==> src/rtl/mem_stage_pkg.sv <==
// mem_stage_pkg: shared widths, memory-op encodings and memory-stage FSM states.
package mem_stage_pkg;
    localparam int DATA_W_DEF = 32;
    localparam int RA_W_DEF   = 5;
    localparam logic [1:0] MEM_NONE  = 2'b00;
    localparam logic [1:0] MEM_LOAD  = 2'b01;
    localparam logic [1:0] MEM_STORE = 2'b10;
    typedef enum logic [1:0] {IDLE, ACCESS, WB} state_t;
    // The reserved encoding 2'b11 counts as a non-memory op.
    function automatic logic is_mem(input logic [1:0] op);
        return op == MEM_LOAD || op == MEM_STORE;
    endfunction
endpackage

==> src/rtl/mem_stage_latch.sv <==
// mem_stage_latch: EX/MEM pipeline register, loaded on transfer, cleared by reset.
module mem_stage_latch #(
    parameter int DATA_W = 32,
    parameter int RA_W   = 5
) (
    input  logic              clk,
    input  logic              rst_n,
    input  logic              en,
    input  logic [1:0]        mem_op_i,
    input  logic [DATA_W-1:0] result_i,
    input  logic [DATA_W-1:0] wdata_i,
    input  logic [RA_W-1:0]   rd_i,
    input  logic              rd_we_i,
    output logic [1:0]        mem_op_o,
    output logic [DATA_W-1:0] result_o,
    output logic [DATA_W-1:0] wdata_o,
    output logic [RA_W-1:0]   rd_o,
    output logic              rd_we_o
);
    logic [1:0]        mem_op_q, mem_op_d;
    logic [DATA_W-1:0] result_q, result_d, wdata_q, wdata_d;
    logic [RA_W-1:0]   rd_q, rd_d;
    logic              rd_we_q, rd_we_d;

    always_comb begin
        mem_op_d = en ? mem_op_i : mem_op_q;
        result_d = en ? result_i : result_q;
        wdata_d  = en ? wdata_i  : wdata_q;
        rd_d     = en ? rd_i     : rd_q;
        rd_we_d  = en ? rd_we_i  : rd_we_q;
    end

    always_ff @(posedge clk) begin
        if (!rst_n) begin
            mem_op_q <= '0;
            result_q <= '0;
            wdata_q  <= '0;
            rd_q     <= '0;
            rd_we_q  <= 1'b0;
        end else begin
            mem_op_q <= mem_op_d;
            result_q <= result_d;
            wdata_q  <= wdata_d;
            rd_q     <= rd_d;
            rd_we_q  <= rd_we_d;
        end
    end

    assign mem_op_o = mem_op_q;
    assign result_o = result_q;
    assign wdata_o  = wdata_q;
    assign rd_o     = rd_q;
    assign rd_we_o  = rd_we_q;
endmodule

==> src/rtl/mem_stage.sv <==
// mem_stage: EX/MEM latch plus load/store FSM over a req/ack data-memory handshake.
// Retires one instruction per wb_valid pulse; in_ready drops while an access is outstanding.
module mem_stage
    import mem_stage_pkg::*;
#(
    parameter int DATA_W = DATA_W_DEF,
    parameter int RA_W   = RA_W_DEF
) (
    input  logic              clk,
    input  logic              rst_n,
    input  logic              in_valid,
    output logic              in_ready,
    input  logic [1:0]        mem_op,
    input  logic [DATA_W-1:0] result,
    input  logic [DATA_W-1:0] wdata,
    input  logic [RA_W-1:0]   rd,
    input  logic              rd_we,
    output logic              dmem_req,
    output logic              dmem_we,
    output logic [DATA_W-1:0] dmem_addr,
    output logic [DATA_W-1:0] dmem_wdata,
    input  logic              dmem_ack,
    input  logic [DATA_W-1:0] dmem_rdata,
    output logic              wb_valid,
    output logic              wb_we,
    output logic [RA_W-1:0]   wb_rd,
    output logic [DATA_W-1:0] wb_data,
    output logic              misalign
);
    state_t            state_q, state_d;
    logic              dmem_req_q, dmem_req_d, dmem_we_q, dmem_we_d;
    logic              wb_valid_q, wb_valid_d, wb_we_q, wb_we_d, misalign_q, misalign_d;
    logic [RA_W-1:0]   wb_rd_q, wb_rd_d;
    logic [DATA_W-1:0] wb_data_q, wb_data_d;
    logic [1:0]        op_l;
    logic [DATA_W-1:0] result_l;
    logic [RA_W-1:0]   rd_l;
    logic              rd_we_l, xfer, is_m, go_access, direct, done;

    assign in_ready = state_q != ACCESS;
    assign xfer     = in_valid && in_ready;

    mem_stage_latch #(.DATA_W(DATA_W), .RA_W(RA_W)) u_latch (
        .clk      (clk),
        .rst_n    (rst_n),
        .en       (xfer),
        .mem_op_i (mem_op),
        .result_i (result),
        .wdata_i  (wdata),
        .rd_i     (rd),
        .rd_we_i  (rd_we),
        .mem_op_o (op_l),
        .result_o (result_l),
        .wdata_o  (dmem_wdata),
        .rd_o     (rd_l),
        .rd_we_o  (rd_we_l)
    );

    // direct: accepted op retires next cycle without touching memory (none or misaligned).
    always_comb begin
        is_m       = is_mem(mem_op);
        go_access  = xfer && is_m && result[1:0] == 2'b00;
        direct     = xfer && !go_access;
        done       = state_q == ACCESS && dmem_ack;
        state_d    = state_q == ACCESS ? (dmem_ack ? WB : ACCESS)
                   : go_access ? ACCESS : direct ? WB : IDLE;
        dmem_req_d = state_d == ACCESS;
        dmem_we_d  = state_d == ACCESS && (go_access ? mem_op == MEM_STORE : dmem_we_q);
        wb_valid_d = state_d == WB;
        misalign_d = direct && is_m;
        wb_we_d    = done ? op_l == MEM_LOAD && rd_we_l : direct ? rd_we && !is_m : wb_we_q;
        wb_rd_d    = done ? rd_l : direct ? rd : wb_rd_q;
        wb_data_d  = done ? (op_l == MEM_LOAD ? dmem_rdata : result_l) : direct ? result : wb_data_q;
    end

    always_ff @(posedge clk) begin
        if (!rst_n) begin
            state_q    <= IDLE;
            dmem_req_q <= 1'b0;
            dmem_we_q  <= 1'b0;
            wb_valid_q <= 1'b0;
            wb_we_q    <= 1'b0;
            wb_rd_q    <= '0;
            wb_data_q  <= '0;
            misalign_q <= 1'b0;
        end else begin
            state_q    <= state_d;
            dmem_req_q <= dmem_req_d;
            dmem_we_q  <= dmem_we_d;
            wb_valid_q <= wb_valid_d;
            wb_we_q    <= wb_we_d;
            wb_rd_q    <= wb_rd_d;
            wb_data_q  <= wb_data_d;
            misalign_q <= misalign_d;
        end
    end

    assign dmem_req  = dmem_req_q;
    assign dmem_we   = dmem_we_q;
    assign dmem_addr = result_l;
    assign wb_valid  = wb_valid_q;
    assign wb_we     = wb_we_q;
    assign wb_rd     = wb_rd_q;
    assign wb_data   = wb_data_q;
    assign misalign  = misalign_q;
endmodule

==> config.mk <==
export PLATFORM = sky130hd
export DESIGN_NAME = mem_stage
export DESIGN_NICKNAME = d
export VERILOG_FILES = /design/src/rtl/mem_stage_pkg.sv /design/src/rtl/mem_stage_latch.sv /design/src/rtl/mem_stage.sv
export SDC_FILE = /design/constraint.sdc
export NUM_CORES = 1
export LEC_CHECK = 0
export CAP_MARGIN = 25
export CELL_PAD_IN_SITES_DETAIL_PLACEMENT = 2
export CELL_PAD_IN_SITES_GLOBAL_PLACEMENT = 2
export CORE_ASPECT_RATIO = 1.5
export CORE_MARGIN = 3
export CORE_UTILIZATION = 24
export CTS_CLUSTER_SIZE = 10
export DETAILED_ROUTE_END_ITERATION = 7
export PLACE_DENSITY_LB_ADDON = 0.1
export SYNTH_ARGS = -nofsm -noshare
export SYNTH_HDL_FRONTEND = slang
export SYNTH_SLANG_ARGS = --single-unit
==> constraint.sdc <==
create_clock -name clk -period 2.2 [get_ports clk]
set_input_delay 0.22 -clock clk [delete_from_list [all_inputs] [get_ports clk]]
set_output_delay 0.22 -clock clk [all_outputs]
set_load 0.01 [all_outputs]
# After elaboration in Yosys (flattened, before gate mapping)
# Cells that the tools add are included.
# totals
register_bits,116
inputBits,108
out_inout_bits,107
# op_classes
eq_ne,7
muxes,12
n_reduce_logical,14
# ops
op,n
2-to-1 mux 32 bit,3
2-to-1 mux 5 bit,2
logical AND 1 bit,9
== test 2 x 1 -> 1 bit (second input constant),4
2-to-1 mux 2 bit,4
== test 2 bit (second input constant),2
2-to-1 mux 1 bit,3
logical NOT 1 bit,2
logical NOT 2 bit,1
!= test 2 x 1 -> 1 bit (second input constant),1
nonzero test 2 bit,1
logical OR 1 bit,1

# Longest topological paths before layout
# logic_depth
ltp_word,11
ltp_mapped,7

# Cells and area by module
# A second synthesis with hierarchy kept.
# hier_totals
hier_cells,584
hier_area_um2,5619.1
# modules_own_cells
mod,instances,cells_per_inst,area_per_inst_um2,seq_area_each_um2
mem_stage,1,352,2859.0,860.8
mem_stage_latch,1,232,2760.1,1441.4

# Worst setup path after synthesis
# Ideal clock, no wire load.
# synth_path
path_type,in2reg
from,in mem_op[0]
to,reg wb_data_q[6] (netlist: wb_data[6])
arrival_time_ns,1.489
t_required_ns,2.066
path_slack_ns,0.577
path_stages,7
path_buffers,2
path_cell_list,inv_1 > ha_1 > or3_1 > buf_6 > buf_6 > a311oi_1 > nor4_1
# synth_between
elab_chain_cells,7
# synth_lines
element,line_no,rtl
start: declaration,mem_stage.sv:13,"input logic [1:0] mem_op,"
== test 2 x 1 -> 1 bit or == test 2 bit (tied branches),mem_stage_pkg.sv:11,return op == MEM_LOAD || op == MEM_STORE;
logical OR 1 bit *,mem_stage_pkg.sv:11,
logical AND 1 bit * (2 in a row),mem_stage.sv:62,go_access = xfer && is_m && result[1:0] == 2'b00;
logical NOT 1 bit *,mem_stage.sv:63,direct = xfer && !go_access;
logical AND 1 bit *,mem_stage.sv:63,
nonzero test 2 bit (no source line) *,n/a,
end signal: assignment,mem_stage.sv:93,wb_data_q <= wb_data_d;
end: declaration,mem_stage.sv:34,"logic [DATA_W-1:0] wb_data_q, wb_data_d;"
# Every way passes the cells marked *; elsewhere a longest branch is shown, timed or not.
# A chain may end at the register's enable or synchronous reset.

# Final worst setup path
# layout_path
from,reg state_q[0]
to,out in_ready
# layout_between
elab_chain_cells,1
# layout_lines
element,line_no,rtl
start: declaration,mem_stage.sv:30,"state_t state_q, state_d;"
start signal: assignment,mem_stage.sv:87,state_q <= state_d;
!= test 2 x 1 -> 1 bit,mem_stage.sv:40,assign in_ready = state_q != ACCESS;
end: declaration,mem_stage.sv:12,"output logic in_ready,"
# Every way passes these cells.

==> results.md <==
* Slew @ Worst Pin at 0.496 ns
* Endpoint type of the worst setup path: primary output
* Die height at between 150 and 200 µm
* Delay-heaviest family, CP: buffers and inverters
* Final Util at 0.390
* WL/cell at 22.8 µm
* Pint at 4.75 mW
* Detailed-route DRC error count at 0
* Share of layout cells above drive strength 1 at 0.0805
* Clock network power share at 0.467
* #FFs+latches synth at 115
* Peak per-stage delay on the critical path at 0.59 ns
* CP endpoint: in_ready
* Register area share after synthesis at 0.438
* Row cnt at 65
* Seq pwr share at 0.363
* Critical path depth at 3
* Total Wirelength at 24,500 µm
* Fmax at around 500 MHz
* Commonest non-fill, non-tap cell in the layout: clkdlybuf4s50_1
* Setup violators final at 0
* Fin cells at 1,075
* R2r endpoint: wb_data[26]$_SDFFE_PN0P_
* Sum of buffers and inverters on the critical path at 2
* Total number of vias at 5,920
* GRT Total Usage at 0.205
* Pin count of the biggest net entering global routing at 92
* DRT antenna net count at 0
* Commonest cells after routing, fill and taps aside: clkdlybuf4s50_1 (213), dfxtp_1 (115), o21ai_0 (77), a21oi_1 (76), nand3_1 (75)
* GRT overflow at 0
* Final slew viol count at 0
* Syn Nets at 733
* Maximum vdd drop at 0.414 mV
* Hold Vio Cnt, Final at 0
* Sw Ratio at 0.256
* Slowest cell on crit path: clkdlybuf4s50_1
* First-pass GRT wire length at 38,700 µm
* Async SR Flop Fraction at 0
* RSZ-0062 raised after global routing: no
* Final net count at between 900 and 1,000
* CTS tree: yes
* Post_cts resized at 0
* LEAKAGE at 2.98 nW
* Synth unique cells at 30
* Worst Reg-to-Reg Cells at 5
* Max-cap violations at 0
* Vias/cell at 5.51
* Initial antenna violation count at 0
* Crit path required time at between 1.5 and 2 ns
* Avg Inst Size Synth at roughly 8.4 µm²
* Setup Skew at approximately 0.0072 ns
* Max H-tree Level at 4
* Setup CP Type: flop to primary output
* HPWL Detailed at 15,600 µm
* Clk Latency, worst-skew pair at 0.41 ns
* CTS sink cnt at 115
* Syn Inst Count at between 600 and 700
* Worst path cell trace: nor2b_4, inv_4, clkdlybuf4s50_1
* CTS clk-pin slew, worst paths at 0.06 ns
* Initial Util at 0.247
* Reg-to-Reg Start: state_q[0]$_SDFF_PN0_
* Layout area overhead at 58.0%
* Setup TNS at 0 ns
* Die Wd at between 100 and 150 µm
* CTS Buffer Depth at 2
* Drt pass-1 iters at 4
* Post-CTS Setup Bufs at 0
* CTS Root Cell: clkbuf_16
* Post-route cell area at 8300 µm²
* Hold_buf cts at 0
* Placed cell area at 7670 µm²
* Post-placement cell count at 1,043
* Setup ws final at 0.252 ns
* Period utilization at 0.885
* Max-slew headroom at 0.669
* Number of I/O port buffers at 214
* Final GP Congestion at approximately 0.7
* Num CTS Buffers at 17
* Most used flip-flop cell after synthesis: dfxtp_1
* Final min period at just under 2 ns
* IO Count at 215
* Worst Setup SP: state_q[0]$_SDFF_PN0_
* Combinational share of power at 0.170
* Crit start category: flop
* DRT iter0 DRCs at 252
* Cell Area, Synth at around 5300 µm²
* # diodes at 0
* Crit path arrival time at 1.73 ns
* Post-synth EDFFs at 0
* Max FO, Critical Path at 20
* R2r setup slk at 0.47 ns
* Die area at 23,700 µm²
* Placeable Area at 21,300 µm²
* Vias in the first global route at ~6,600
* Yosys Warn Count at 0
* Hold Path Class: primary input to flop
* P_sw at 1.64 mW
* Setup WS pre-CTS at -0.0996 ns
* Pwr dens at 770 nW/µm²
* Status: finished, final reports clean
-- logic make-up after synthesis --
logic type      Yosys count  synth area share
buf+inv                  93            0.0786
simple gates            186             0.217
flops                   115             0.438
fa+ha+maj                 1           0.00238
compound gates          227             0.260
mux                       2           0.00381
-- routing by layer --
metal,wire [µm],up-vias,part of all wire,track usage
met3,1250,16,0.051,0.0554
met2,13200,150,0.54,0.379
met4,303,0,0.012,0.0495
met5,0,-,0,0
li1,-,2740,-,-
met1,9810,3014,0.40,0.230
-- synth_stat cells, drive strengths merged, types with 2 or more instances --
cell type / count / share of area
inv: 6 / 0.0043
mux2i: 2 / 0.0038
a211oi: 31 / 0.044
dfxtp: 115 / 0.44
nor3: 7 / 0.0076
a31oi: 2 / 0.0024
o31ai: 2 / 0.0029
buf: 35 / 0.037
clkbuf: 52 / 0.037
nor4: 65 / 0.077
nand3: 75 / 0.071
nand4: 2 / 0.0024
o21ai: 77 / 0.073
and3b: 31 / 0.052
a311oi: 37 / 0.062
a21oi: 76 / 0.072
-- state kept, by name, summed over array words and instances (netlist names), 2 cells and up --
register	flops
state_q	2
u_latch.result_o	32
wb_data	32
wb_rd	5
u_latch.rd_o	5
u_latch.wdata_o	32
u_latch.mem_op_o	2
-- power by group through the flow --
stage          combinational [mW]  sequential (mW)  clock [mW]
3_3_place_gp                 1.06             2.36           0
5_1_grt                      1.17             2.34        3.17
3_5_place_dp                 1.09             2.36           0
2_1_floorplan               0.384             2.40           0
6_report                     1.09             2.32        2.99
4_1_cts                      1.10             2.32        3.07
-- stage by stage --
stage	hold slack, ns	total power [mW]
after floorplan	0.353	2.79
after global placement	0.459	3.42
after detailed placement	0.475	3.46
after CTS	0.343	6.50
after global routing	0.348	6.68
final	0.367	6.39
-- area by class of cell --
type | instances | area [µm²]
clock buffer | 19 | 453
clock inverter | 13 | 183
fill | 2359 | 13000
inverter | 6 | 27.5
multi-input combinational | 416 | 2560
sequential | 115 | 2300
tap | 268 | 335
timing repair buffer | 238 | 2440
-- worst reg2reg max path, stage by stage, from the launching register on --
cell and delay, ns:
dfxtp_1 0.35, nor2b_4 0.17, inv_4 0.21, buf_12 0.35, a311oi_1 0.22, nor4_1 0.33
-- how the worst min path moves through the flow --
stage | from | to | slack, ns | cells after the start
floorplan | rst_n | wb_data[1]$_SDFFE_PN0P_ | 0.35 | 2
global placement | u_latch.rd_o[4]$_SDFFE_PN0P_ | u_latch.rd_o[4]$_SDFFE_PN0P_ | 0.46 | 2
detailed placement | u_latch.rd_o[1]$_SDFFE_PN0P_ | u_latch.rd_o[1]$_SDFFE_PN0P_ | 0.47 | 2
CTS | wdata[12] | u_latch.wdata_o[12]$_SDFFE_PN0P_ | 0.34 | 3
global route | wdata[12] | u_latch.wdata_o[12]$_SDFFE_PN0P_ | 0.35 | 3
finish | wdata[9] | u_latch.wdata_o[9]$_SDFFE_PN0P_ | 0.37 | 3
No activity file was read; power rests on OpenSTA's default activity.
